### config.mk
export PLATFORM = sky130hd
export DESIGN_NAME = wb_arbiter_2m
export DESIGN_NICKNAME = d
export VERILOG_FILES = /design/src/rtl/wb_arbiter_2m.sv
export SDC_FILE = /design/constraint.sdc
export NUM_CORES = 1
export LEC_CHECK = 0
export CAP_MARGIN = 20
export CORE_AREA = 2 2 122 124
export CTS_CLUSTER_SIZE = 28
export DETAILED_ROUTE_END_ITERATION = 12
export DIE_AREA = 0 0 124 126
export SETUP_SLACK_MARGIN = 0.02
export SKIP_CTS_REPAIR_TIMING = 1
export SYNTH_ARGS = -nofsm -noshare
export SYNTH_HDL_FRONTEND = slang
export SYNTH_SLANG_ARGS = --single-unit
### constraint.sdc
create_clock -name clk -period 3.5 [get_ports clk]
set_input_delay 0.7 -clock clk [delete_from_list [all_inputs] [get_ports clk]]
set_output_delay 0.7 -clock clk [all_outputs]
set_load 0.1 [all_outputs]
### src/rtl/wb_arbiter_2m.sv
// Two-master Wishbone classic arbiter: round-robin grant at cycle boundaries,
// owner-routed ack/data, and a per-transfer watchdog that aborts stalled slaves.
module wb_arbiter_2m #(
  parameter int TIMEOUT = 255,
  parameter int CNT_W   = 16
) (
  input  logic        clk,
  input  logic        rst,
  input  logic [31:0] m0_dat_i,
  input  logic [31:0] m0_adr_i,
  input  logic [3:0]  m0_sel_i,
  input  logic        m0_we_i,
  input  logic        m0_cyc_i,
  input  logic        m0_stb_i,
  output logic [31:0] m0_dat_o,
  output logic        m0_ack_o,
  output logic        m0_err_o,
  input  logic [31:0] m1_dat_i,
  input  logic [31:0] m1_adr_i,
  input  logic [3:0]  m1_sel_i,
  input  logic        m1_we_i,
  input  logic        m1_cyc_i,
  input  logic        m1_stb_i,
  output logic [31:0] m1_dat_o,
  output logic        m1_ack_o,
  output logic        m1_err_o,
  output logic [31:0] s_dat_o,
  output logic [31:0] s_adr_o,
  output logic [3:0]  s_sel_o,
  output logic        s_we_o,
  output logic        s_cyc_o,
  output logic        s_stb_o,
  input  logic [31:0] s_dat_i,
  input  logic        s_ack_i,
  output logic [1:0]  grant_o,
  output logic        to_event_o
);
  typedef struct packed {
    logic [31:0] dat;
    logic [31:0] adr;
    logic [3:0]  sel;
    logic        we;
    logic        cyc;
    logic        stb;
  } wb_req_t;

  typedef enum logic [1:0] {IDLE, OWN0, OWN1, ERR} state_t;

  localparam int               TO_M1   = (TIMEOUT > 0) ? TIMEOUT - 1 : 0;
  localparam logic [CNT_W-1:0] TO_LAST = CNT_W'(TO_M1);
  localparam bit               WD_EN   = (TIMEOUT > 0);

  state_t             state;
  logic               last_owner;
  logic [1:0]         grant_q;
  logic               to_q;
  logic [CNT_W-1:0]   wd_cnt;
  wb_req_t [1:0]      req;
  wb_req_t            sreq;
  logic               own;
  logic               oidx;
  logic               wd_hit;

  assign req[0] = {m0_dat_i, m0_adr_i, m0_sel_i, m0_we_i, m0_cyc_i, m0_stb_i};
  assign req[1] = {m1_dat_i, m1_adr_i, m1_sel_i, m1_we_i, m1_cyc_i, m1_stb_i};

  // rst gates everything combinationally so a transfer cut by reset goes quiet at once
  assign own  = !rst && (state == OWN0 || state == OWN1);
  assign oidx = (state == OWN1);
  assign sreq = own ? req[oidx] : '0;

  assign {s_dat_o, s_adr_o, s_sel_o, s_we_o, s_cyc_o, s_stb_o} = sreq;

  assign wd_hit = WD_EN && own && sreq.stb && !s_ack_i && (wd_cnt == TO_LAST);

  assign m0_ack_o   = own && !oidx && s_ack_i;
  assign m1_ack_o   = own &&  oidx && s_ack_i;
  assign m0_err_o   = !rst && (state == ERR) && grant_q[0];
  assign m1_err_o   = !rst && (state == ERR) && grant_q[1];
  assign m0_dat_o   = s_dat_i;
  assign m1_dat_o   = s_dat_i;
  assign grant_o    = rst ? 2'b00 : grant_q;
  assign to_event_o = !rst && to_q;

  always_ff @(posedge clk) begin
    if (rst) begin
      state      <= IDLE;
      last_owner <= 1'b1;
      grant_q    <= 2'b00;
      to_q       <= 1'b0;
      wd_cnt     <= '0;
    end else begin
      if (!WD_EN || !own || !sreq.stb || s_ack_i) wd_cnt <= '0;
      else                                         wd_cnt <= wd_cnt + CNT_W'(1);
      to_q <= 1'b0;
      case (state)
        IDLE: begin
          if (m0_cyc_i && (!m1_cyc_i || last_owner)) begin
            state      <= OWN0;
            grant_q    <= 2'b01;
            last_owner <= 1'b0;
          end else if (m1_cyc_i) begin
            state      <= OWN1;
            grant_q    <= 2'b10;
            last_owner <= 1'b1;
          end
        end
        OWN0, OWN1: begin
          // abort wins over a simultaneous cyc drop; grant is kept through ERR
          if (wd_hit) begin
            state <= ERR;
            to_q  <= 1'b1;
          end else if (!req[oidx].cyc) begin
            state   <= IDLE;
            grant_q <= 2'b00;
          end
        end
        ERR: begin
          state   <= IDLE;
          grant_q <= 2'b00;
        end
        default: state <= IDLE;
      endcase
    end
  end
endmodule

Word level (Yosys, flattened, before mapping)
Cells that the tools add are included.
{"block": "totals", "register_bits": 22, "in_bits": 177, "output_inout_bits": 142, "word_cells": 61}
{"block": "classes", "addsub": 1, "order_cmp": 1, "n_eq_ne": 8, "muxes": 14, "bitwise_logic": 1, "reduce_logical": 31}
{"op": "71-bit 2-to-1 mux", "n": 3}
{"op": "16-bit by 1-bit adder with 16-bit output, second input constant", "n": 1}
{"op": "16-bit by 8-bit == test with 1-bit output, second input constant", "n": 1}
{"op": "1-bit logical AND", "n": 13}
{"op": "2-bit 2-to-1 mux", "n": 6}
{"op": "2-bit one-hot mux with 3 select lines", "n": 2}
{"op": "1-bit logical NOT", "n": 6}
{"op": "3-bit inequality test, second input constant", "n": 2}
{"op": "2-bit OR reduction", "n": 3}
{"op": "2-bit == test, second input constant", "n": 2}
{"op": "1-bit logical OR", "n": 4}
{"op": "2-bit inequality test, second input constant", "n": 2}
{"op": "2-bit AND reduction", "n": 2}
{"op": "1-bit 2-to-1 mux", "n": 3}
{"op": "3-bit AND reduction", "n": 1}
{"op": "2-bit by 1-bit == test with 1-bit output, second input constant", "n": 1}
{"op": "2-bit logical NOT", "n": 1}
{"op": "1-bit by 2-bit less-than comparator with 1-bit output, second input constant", "n": 1}
{"op": "2-bit nonzero test", "n": 1}
{"op": "1-bit inverter", "n": 1}

Logic depth before layout (Yosys ltp)
Gate-level depths: netlist of the first run.
{"block": "logic_depth", "ltp_word": 9, "ltp_mapped": 8, "mapped_depth_nobuf": 6}

Worst setup path after synthesis of the first run
Ideal clock, no wire load.
{"block": "synth_timing", "path_type": "input port to output port", "start": "input rst", "end": "output m0_err_o", "t_arrival_ns": 2.359, "required_time_ns": 2.800, "setup_slack_ns": 0.441, "path_stages": 2, "n_path_buf": 0, "path_cell_list": "and2b_1 and2_1"}
{"block": "synth_between", "elab_chain_len": 3}
{"element": "start, declared", "line_no": "8", "text": "input logic rst,"}
{"element": "1-bit logical NOT", "line_no": "78", "text": "assign m0_err_o = !rst && (state == ERR) && grant_q[0];"}
{"element": "1-bit logical AND (2 in a row)", "line_no": "78"}
{"element": "end, declared", "line_no": "17", "text": "output logic m0_err_o,"}
No other way between the ends.

Final worst setup path of the first run
{"block": "layout_timing", "start": "input rst", "end": "output s_adr_o[16]"}
{"block": "layout_between", "elab_chain_len": 3}
{"element": "1-bit logical NOT", "line_no": "68", "text": "assign own = !rst && (state == OWN0 || state == OWN1);"}
{"element": "1-bit logical AND", "line_no": "68"}
{"element": "71-bit 2-to-1 mux", "line_no": "70", "text": "assign sreq = own ? req[oidx] : '0;"}
{"element": "end, declared", "line_no": "28", "text": "output logic [31:0] s_adr_o,"}
No other way between the ends.

==> results of run 1 <==
-- kinds of logic after synthesis --
group	Yosys count
AOI/OAI and AO/OA	85
adders and majority gates	6
and+or+nand+nor	70
DFF	22
muxes	4
xor gates and xnor gates	10
buffers and inverters	88
-- registers in the layout (all words and copies together) (netlist names) --
name,count
wd_cnt,16
grant_q,2
state,2
last_owner,1
to_q,1
-- synth_stat cells, drive strengths merged, types with 5 or more instances --
cell    instances
a22o           70
buf            67
dfxtp          22
nor2           17
clkbuf         15
nand2           8
xor2            8
ha              6
inv             6
nand3           6
nand4           6
and2            5
or4             5
-- cell type report --
class | count | share of cell area, %
multi-input combinational | 175 | 26.3
timing repair buffer | 228 | 58.3
clock inverter | 1 | 0.579
sequential | 22 | 8.50
inverter | 6 | 0.434
tap | 184 | 4.44
clock buffer | 3 | 1.45
-- metal layers --
| metal | wire length [um] | share of wire [%] | global-route usage, % | vias up |
|---|---|---|---|---|
| met5 | 13 | 0.092 | 0 | - |
| met4 | 41 | 0.29 | 1.52 | 2 |
| met3 | 1640 | 12 | 5.39 | 6 |
| met2 | 6930 | 49 | 29.6 | 173 |
| met1 | 5500 | 39 | 21.0 | 1330 |
| li1 | - | - | - | 1297 |
-- worst paths after layout --
| check | slack [ns] | end | from |
|---|---|---|---|
| worst max-delay path | 0.43 | s_adr_o[16] | rst |
| worst min-delay path | 0.46 | wd_cnt[0] | wd_cnt[0] |
| worst max register to register | 1.08 | grant_q[0] | state[1] |
| worst min register to register | 0.46 | wd_cnt[0] | wd_cnt[0] |
-- per-stage QoR --
stage / total power (uW) / instances
2_1_floorplan: 3340 / 285
3_3_place_gp: 4710 / 615
3_5_place_dp: 4720 / 615
4_1_cts: 5070 / 619
5_1_grt: 5180 / 619
6_report: 5040 / 619
-- worst register-to-register path: cells and delay by family, from the launching register on --
family	cells	cell delay (ns)
compound gates	1	0.40
fa+ha+maj	1	0.35
buf+inv	1	0.08
flops	1	0.38
mux	1	0.35
simple gates	2	0.75
-- power groups by stage --
| stage | Sequential, uW | Combinational, uW | Clock, uW |
|---|---|---|---|
| finish | 294 | 4420 | 322 |
| global route | 298 | 4540 | 334 |
| CTS | 294 | 4460 | 325 |
| detailed placement | 300 | 4420 | 0 |
| global placement | 297 | 4410 | 0 |
| floorplan | 294 | 3050 | 0 |
==> results.sh, run 1 <==
export IMPL_status="finished, final reports clean"
export IMPL_cp_data_required_time_ns=2.80
export IMPL_postSynthCellCount=285
export IMPL_viasPerCell=4.54
export IMPL_min_period_ns=3.07
export IMPL_netlist_area_mm2=0.00237
export IMPL_reg2reg_depth=6
export IMPL_yosysUniqueCellTypes=45
export IMPL_switching_share_pct=59.2
export IMPL_grt_max_degree=33
export IMPL_crit_top_cell="buf_12"
export IMPL_postSynthNetCount=468
export IMPL_die_area_mm2=0.0156
export IMPL_startpoint_type="primary input"
export IMPL_critPathTopFamily="buffers and inverters"
export IMPL_fin_tns_setup_ns=0
export IMPL_drtIter0Drc=160
export IMPL_layout_common_cells="clkdlybuf4s50_1, buf_12, a22o_1"
export IMPL_worstSetupEndpointType="output port"
export IMPL_core_area_mm2=0.0143
export IMPL_synthSimpleGateAreaFrac_pct=17.5
export IMPL_port_buffers=222
export IMPL_critical_path_class="in -> out"
export IMPL_n_fill_cell=1411
export IMPL_final_cell_area_mm2=0.00518
export IMPL_final_nets=619
export IMPL_io_pins=319
export IMPL_fin_crit_sh_pct=87.8
export IMPL_hold_viol=0
export IMPL_tightest_slew_ns=0.593
export IMPL_power_leakage_uw=0.00197
export IMPL_synth_xor_area_share_pct=3.70
export IMPL_dp_hpwl_um=11800
export IMPL_cp_data_arrival_time_ns=2.37
export IMPL_synth_edf_count=0
export IMPL_avgSynthCellArea_um2=8.31
export IMPL_cp_depth=6
export IMPL_drt_pass1_iterations=4
export IMPL_p_int_uw=2050
export IMPL_hp_class="reg -> reg"
export IMPL_grt_pass1_vias=2934
export IMPL_path_cells="clkdlybuf4s50_1, nand2b_4, nor2_4, buf_12, a22o_1, buf_12"
export IMPL_clock_fmax_mhz=326
export IMPL_cts_sinks=22
export IMPL_multi_input_area_mm2=0.00136
export IMPL_cts_tree="built"
export IMPL_drv_slew=0
export IMPL_slowest_delay_ns=0.43
export IMPL_crit_path_top_delay_cell="clkdlybuf4s50_1"
export IMPL_worstHoldPathCells=1
export IMPL_cellPowerDensity_mw_per_mm2=972
export IMPL_yosys_top_cells_area="a22o_1, buf_4, dfxtp_1"
export IMPL_synthAdderAreaFrac_pct=3.17
export IMPL_seq_area_frac_synth_pct=18.6
export IMPL_clk_latency_ns=0.26
export IMPL_place_gp_congestion=0.879
export IMPL_die_width_um=124
export IMPL_dpl_cell_area_mm2=0.00508
export IMPL_netlist_area_leader_share_pct=25.9
export IMPL_drc_errors=0
export IMPL_die_h_um=126
export IMPL_finalSetupViolCount=0
export IMPL_cts_clk_slew_worst_paths_ns=0.06
export IMPL_antennaDiodeCount=0
export IMPL_via_count=2808
export IMPL_wire_per_inst_um=22.8
export IMPL_ir_drop_v=0.000540
export IMPL_grt_usage_pct=16.9
export IMPL_clock_skew_ns=0.00461
export IMPL_power_share_sequential_pct=5.8
export IMPL_ff_latch_area_um2=440
export IMPL_synth_compound_area_share_pct=30.7
export IMPL_grt_pass1_wl_um=19400
export IMPL_drive_above_1_share_pct=21.8
export IMPL_layout_commonest_cell="clkdlybuf4s50_1"
export IMPL_path_buf_inv=3
export IMPL_async_flop_share_pct=0
export IMPL_rows=44
export IMPL_cts_buffers=3
export IMPL_grt_overflow_total=0
export IMPL_ys_ff_latch=22
export IMPL_synth_top_family_by_area="compound AO/OA/AOI/OAI gates"
export IMPL_cp_max_fo=31
export IMPL_max_slew_margin_rel_pct=60.5
export IMPL_ys_warn_count=0
export IMPL_antenna_left=0
export IMPL_pwr_share_comb_pct=87.8
export IMPL_worst_hold_slack_ns=0.461
export IMPL_p_switching_uw=2980
export IMPL_synthToLayoutAreaGrowth_pct=119
export IMPL_pre_cts_ws_ns=0.438
export IMPL_clock_path_buffers=2
export IMPL_antenna_found_initial=1
export IMPL_final_setup_worst_slack_ns=0.429
export IMPL_cts_root_buf="clkbuf_16"
export IMPL_power_frac_clock_pct=6.4
export IMPL_rsz0062_at_grt="false"
export IMPL_synthMuxAreaShare_pct=1.80
export IMPL_start_util_pct=16.5
export IMPL_wl_um=14100
export IMPL_cts_htree_levels=1
export IMPL_synth_area_leader_cell="a22o_1"
export IMPL_cap_violations=0
export IMPL_synth_flop_cell="dfxtp_1"
export IMPL_utilization_pct=36.2
No activity file was read; power rests on OpenSTA's default activity.
==> run 2, diff against run 1 <==
--- a/config.mk
+++ b/config.mk
@@ -10,6 +10,7 @@
 export CTS_CLUSTER_SIZE = 28
 export DETAILED_ROUTE_END_ITERATION = 12
 export DIE_AREA = 0 0 124 126
+export GPL_TIMING_DRIVEN = 0
 export SETUP_SLACK_MARGIN = 0.02
 export SKIP_CTS_REPAIR_TIMING = 1
 export SYNTH_ARGS = -nofsm -noshare
==> run 2 against run 1 <==
  * Register-to-register slack improved by 0.15 ns
  * Routed wire length increased by 4.8%
  * Clock power decreased by 18%
  * Setup slack got worse by 0.29 ns
  * Critical endpoint unchanged
  * Critical path type is now reg -> out
  * Utilization increased by 0.86 points
  * Sequential cell count unchanged
  * Via count increased by 17%
  * Sequential power about the same
  * Largest cell class unchanged
  * Critical path depth increased by 2
==> results.sh, run 2 (synthesis results as in run 1) <==
export IMPL_clock_path_buffers=2
export IMPL_drt_pass1_iterations=4
export IMPL_pre_cts_ws_ns=-1.52
export IMPL_grt_max_degree=13
export IMPL_n_fill_cell=1481
export IMPL_reg2reg_depth=8
export IMPL_r2r_start="state[1]"
export IMPL_die_area_mm2=0.0156
export IMPL_antenna_left=0
export IMPL_rsz0062_at_grt="false"
export IMPL_io_pins=319
export IMPL_largest_reg_flops=16
export IMPL_cap_violations=0
export IMPL_slowest_delay_ns=0.45
export IMPL_layout_common_cells="clkdlybuf4s50_1, a22o_1, buf_4"
export IMPL_wire_per_inst_um=19.4
export IMPL_grt_pass1_vias=3281
export IMPL_drtIter0Drc=104
export IMPL_start_util_pct=16.5
export IMPL_top_layer="met5"
export IMPL_r2r_end="grant_q[1]"
export IMPL_critical_path_class="reg -> out"
export IMPL_cts_htree_levels=1
export IMPL_wl_um=14800
export IMPL_cellPowerDensity_mw_per_mm2=836
export IMPL_clock_fmax_mhz=298
export IMPL_drc_errors=0
export IMPL_cp_data_arrival_time_ns=2.66
export IMPL_finalSetupViolCount=0
export IMPL_place_gp_congestion=0.933
export IMPL_hold_viol=0
export IMPL_antenna_found_initial=2
export IMPL_hp_class="reg -> reg"
export IMPL_r2r_setup_slack_ns=1.23
export IMPL_path_cells="inv_1, ha_1, nand2b_4, buf_6, nor2_4, clkbuf_1, a22o_1, buf_2"
export IMPL_drive_above_1_share_pct=25.3
export IMPL_grt_pass1_wl_um=20500
export IMPL_hold_end="wd_cnt[0]"
export IMPL_final_nets=761
export IMPL_dp_hpwl_um=12800
export IMPL_tightest_slew_ns=1.05
export IMPL_die_width_um=124
export IMPL_critPathTopFamily="buffers and inverters"
export IMPL_final_cell_area_mm2=0.00531
export IMPL_via_count=3289
export IMPL_wl_met3_um=1350
export IMPL_grt_usage_pct=17.4
export IMPL_cp_data_required_time_ns=2.80
export IMPL_cts_buffers=3
export IMPL_port_buffers=286
export IMPL_hold_start="wd_cnt[0]"
export IMPL_top_register="wd_cnt"
export IMPL_cts_sinks=22
export IMPL_rows=44
export IMPL_cts_tree="built"
export IMPL_wirelength_met1_um=6120
export IMPL_status="finished, final reports clean"
export IMPL_layout_commonest_cell="clkdlybuf4s50_1"
export IMPL_power_leakage_uw=0.00236
export IMPL_utilization_pct=37.1
export IMPL_worstHoldPathCells=1
export IMPL_cts_clk_slew_worst_paths_ns=0.06
export IMPL_synthToLayoutAreaGrowth_pct=124
export IMPL_clk_latency_ns=0.25
export IMPL_min_period_ns=3.36
export IMPL_final_setup_worst_slack_ns=0.143
export IMPL_drv_slew=0
export IMPL_ir_drop_v=0.000679
export IMPL_dpl_cell_area_mm2=0.00548
export IMPL_crit_path_top_delay_cell="buf_2"
export IMPL_clock_skew_ns=0.00114
export IMPL_startpoint_type="register"
export IMPL_grt_overflow_total=0
export IMPL_largestRegisters="wd_cnt (16), grant_q (2), state (2)"
export IMPL_die_h_um=126
export IMPL_viasPerCell=4.32
export IMPL_wl_met2_um=7240
export IMPL_path_buf_inv=4
export IMPL_core_area_mm2=0.0143
export IMPL_worstSetupEndpointType="output port"
export IMPL_cp_max_fo=10
export IMPL_fin_crit_sh_pct=95.9
export IMPL_cts_root_buf="clkbuf_16"
export IMPL_max_slew_margin_rel_pct=29.9
==> run 2: worst max-delay path by stage <==
stage | startpoint | endpoint | slack, ns | cells after the start
floorplan | rst | m0_err_o | 0.44 | 2
global placement | rst | s_dat_o[11] | -1.50 | 7
detailed placement | rst | s_dat_o[11] | -1.52 | 7
CTS | rst | s_dat_o[11] | -1.56 | 7
global route | state[0] | s_dat_o[10] | 0.04 | 9
finish | state[1] | s_adr_o[16] | 0.14 | 8
==> run 2: per-layer routing <==
layer	track usage [%]	up-vias
li1	-	1590
met1	22.4	1552
met2	30.5	138
met3	4.17	7
met4	1.59	2
met5	0	-
==> run 2: where the power goes <==
part	switching [uW]	internal (uW)	leakage (uW)
Combinational	3040	841	0.00214
Sequential	15.9	277	0.000178
Clock	88.5	174	0.0000442
Total	3150	1290	0.00236
==> run 2: final cells by class <==
class	count	area (um^2)	share of cell area, %
Buffer	82	564	10.6
Inverter	6	22.5	0.424
Sequential cell	22	440	8.30
Antenna cell	1	2.50	0.0472
Multi-Input combinational cell	175	1360	25.7
Timing Repair Buffer	288	2590	48.9
Clock buffer	4	88.8	1.67
Tap cell	184	230	4.34
==> run 2: stage by stage <==
stage	hold slack, ns	std cells	total power (uW)	setup TNS [ns]
2_1_floorplan	0.425	285	3340	0
3_3_place_gp	0.437	755	4360	-88.74
3_5_place_dp	0.451	756	4380	-88.09
4_1_cts	0.466	760	4670	-90.74
5_1_grt	0.504	761	4580	0
6_report	0.462	762	4440	0
==> run 3, diff against run 2 <==
--- a/config.mk
+++ b/config.mk
@@ -11,6 +11,7 @@
 export DETAILED_ROUTE_END_ITERATION = 12
 export DIE_AREA = 0 0 124 126
 export GPL_TIMING_DRIVEN = 0
+export PLACE_DENSITY_LB_ADDON = 0.1
 export SETUP_SLACK_MARGIN = 0.02
 export SKIP_CTS_REPAIR_TIMING = 1
 export SYNTH_ARGS = -nofsm -noshare
==> run 3 against run 2 <==
  * Setup slack lost 0.0048 ns
  * Sequential share of layout area decreased by 0.25 points
  * Count of clock-buffer cells in the layout is 1 lower
  * Largest power group unchanged
  * Highest routed layer unchanged
  * Register-to-register slack better by 0.02 ns
==> results.sh, run 3 (synthesis results as in run 1) <==
export IMPL_hp_class="reg -> reg"
export IMPL_critical_path_class="in -> out"
export IMPL_cts_tree="built"
export IMPL_reg2reg_depth=8
export IMPL_dp_hpwl_um=14300
export IMPL_finalSetupViolCount=0
export IMPL_antenna_left=0
export IMPL_cts_clk_slew_worst_paths_ns=0.06
export IMPL_endpoint="s_adr_o[9]"
export IMPL_core_area_mm2=0.0143
export IMPL_via_count=3239
export IMPL_r2r_setup_slack_ns=1.25
export IMPL_drv_slew=0
export IMPL_cap_violations=0
export IMPL_antenna_found_initial=1
export IMPL_largestRegisters="wd_cnt (16), grant_q (2), state (2)"
export IMPL_startpoint_type="primary input"
export IMPL_drc_errors=0
export IMPL_synthToLayoutAreaGrowth_pct=131
export IMPL_r2r_end="grant_q[1]"
export IMPL_fin_crit_sh_pct=96.1
export IMPL_fin_cells=759
export IMPL_clock_fmax_mhz=297
export IMPL_grt_pass1_vias=3293
export IMPL_cp_max_fo=10
export IMPL_rows=44
export IMPL_post_place_cells=755
export IMPL_place_gp_congestion=0.842
export IMPL_die_width_um=124
export IMPL_clock_path_buffers=2
export IMPL_viasPerCell=4.27
export IMPL_grt_overflow_total=0
export IMPL_cts_buffers=3
export IMPL_antennaDiodeCount=0
export IMPL_cts_root_buf="clkbuf_16"
export IMPL_fin_tns_setup_ns=0
export IMPL_power_leakage_uw=0.00241
export IMPL_status="finished, final reports clean"
export IMPL_cp_depth=7
export IMPL_cp_data_arrival_time_ns=2.66
export IMPL_path_cells="clkdlybuf4s50_1, nand2b_4, buf_6, nor2_4, clkbuf_2, a22o_1, buf_4"
export IMPL_die_area_mm2=0.0156
export IMPL_die_h_um=126
export IMPL_wl_um=16400
export IMPL_grt_usage_pct=19.6
export IMPL_worstSetupEndpointType="output port"
export IMPL_start_util_pct=16.5
export IMPL_largest_reg_flops=16
export IMPL_final_nets=759
export IMPL_drive_above_1_share_pct=28.3
export IMPL_wire_per_inst_um=21.6
export IMPL_cts_sinks=22
export IMPL_drt_pass1_iterations=4
export IMPL_clock_skew_ns=0.00680
export IMPL_rsz0062_at_grt="false"
export IMPL_tightest_slew_ns=0.994
export IMPL_layout_commonest_cell="clkdlybuf4s50_1"
export IMPL_r2r_start="state[1]"
export IMPL_critPathTopFamily="buffers and inverters"
export IMPL_final_setup_worst_slack_ns=0.138
export IMPL_crit_path_top_delay_cell="clkdlybuf4s50_1"
export IMPL_min_period_ns=3.36
export IMPL_ir_drop_v=0.000653
export IMPL_clk_latency_ns=0.25
export IMPL_io_pins=319
export IMPL_pre_cts_ws_ns=-1.28
export IMPL_top_register="wd_cnt"
export IMPL_hold_viol=0
export IMPL_cts_htree_levels=1
export IMPL_drtIter0Drc=156
export IMPL_max_slew_margin_rel_pct=33.6
export IMPL_port_buffers=286
export IMPL_grt_pass1_wl_um=22200
export IMPL_grt_max_degree=14
export IMPL_cp_data_required_time_ns=2.80
export IMPL_cellPowerDensity_mw_per_mm2=855
export IMPL_slowest_delay_ns=0.55
export IMPL_critPathLaunch="rst"
export IMPL_path_buf_inv=4
export IMPL_layout_common_cells="clkdlybuf4s50_1, a22o_1, buf_4"
==> run 3: cell count changes in the layout (fill, tap and decap cells not counted) <==
| cell | previous run | this run |
|---|---|---|
| buf_2 | 4 | 6 |
| clkdlybuf4s50_1 | 214 | 209 |
| clkbuf_2 | 62 | 13 |
| bufinv_16 | 0 | 1 |
| clkbuf_8 | 1 | 0 |
| buf_4 | 66 | 69 |
| buf_6 | 1 | 15 |
| dlymetal6s2s_1 | 7 | 5 |
| diode_2 | 1 | 0 |
| clkbuf_1 | 13 | 1 |
| buf_12 | 2 | 0 |
| clkbuf_4 | 0 | 49 |
==> run 3: cell type report <==
cell class	count	area, um^2
buffer	82	574
clock buffer	3	75.1
clock inverter	1	30.0
fill	1534	8840
inverter	6	22.5
multi-input combinational	175	1360
sequential	22	440
tap	184	230
timing repair buffer	286	2740
==> run 3: worst min-delay path by stage <==
stage,from,end,slack (ns),cells after the start
2_1_floorplan,wd_cnt[0],wd_cnt[0],0.43,1
3_3_place_gp,wd_cnt[0],wd_cnt[0],0.44,1
3_5_place_dp,wd_cnt[0],wd_cnt[0],0.45,1
4_1_cts,wd_cnt[0],wd_cnt[0],0.47,1
5_1_grt,wd_cnt[0],wd_cnt[0],0.49,1
6_report,wd_cnt[0],wd_cnt[0],0.46,1
==> run 3: power breakdown <==
group | total [uW] | internal, uW | switching, uW
clock network | 318 | 227 | 90.7
logic | 4070 | 958 | 3110
registers | 292 | 277 | 15.5
total | 4680 | 1460 | 3220
==> run 3: metal layers <==
layer	wire length, um	GRT usage [%]	part of all wire, %
met1	7550	28.0	46
met2	7040	30.0	43
met3	1730	6.66	11
met4	55	0.793	0.34
met5	12	0	0.073
==> run 3: worst reg2reg max path: stages, from the launching register on <==
cell	delay (ns)
dfxtp_1	0.38
inv_1	0.08
ha_1	0.34
nand2b_4	0.06
buf_6	0.13
or3_1	0.33
buf_2	0.18
o31ai_2	0.29
mux2_1	0.35
==> run 3: through the flow <==
stage	utilization [%]	cell area (um^2)	power [uW]	hold WS [ns]
floorplan	-	2370	3340	0.425
global placement	38.1	5460	4420	0.436
detailed placement	38.1	5460	4420	0.453
CTS	38.9	5570	4770	0.468
global route	38.2	5470	4820	0.490
finish	38.2	5470	4680	0.458
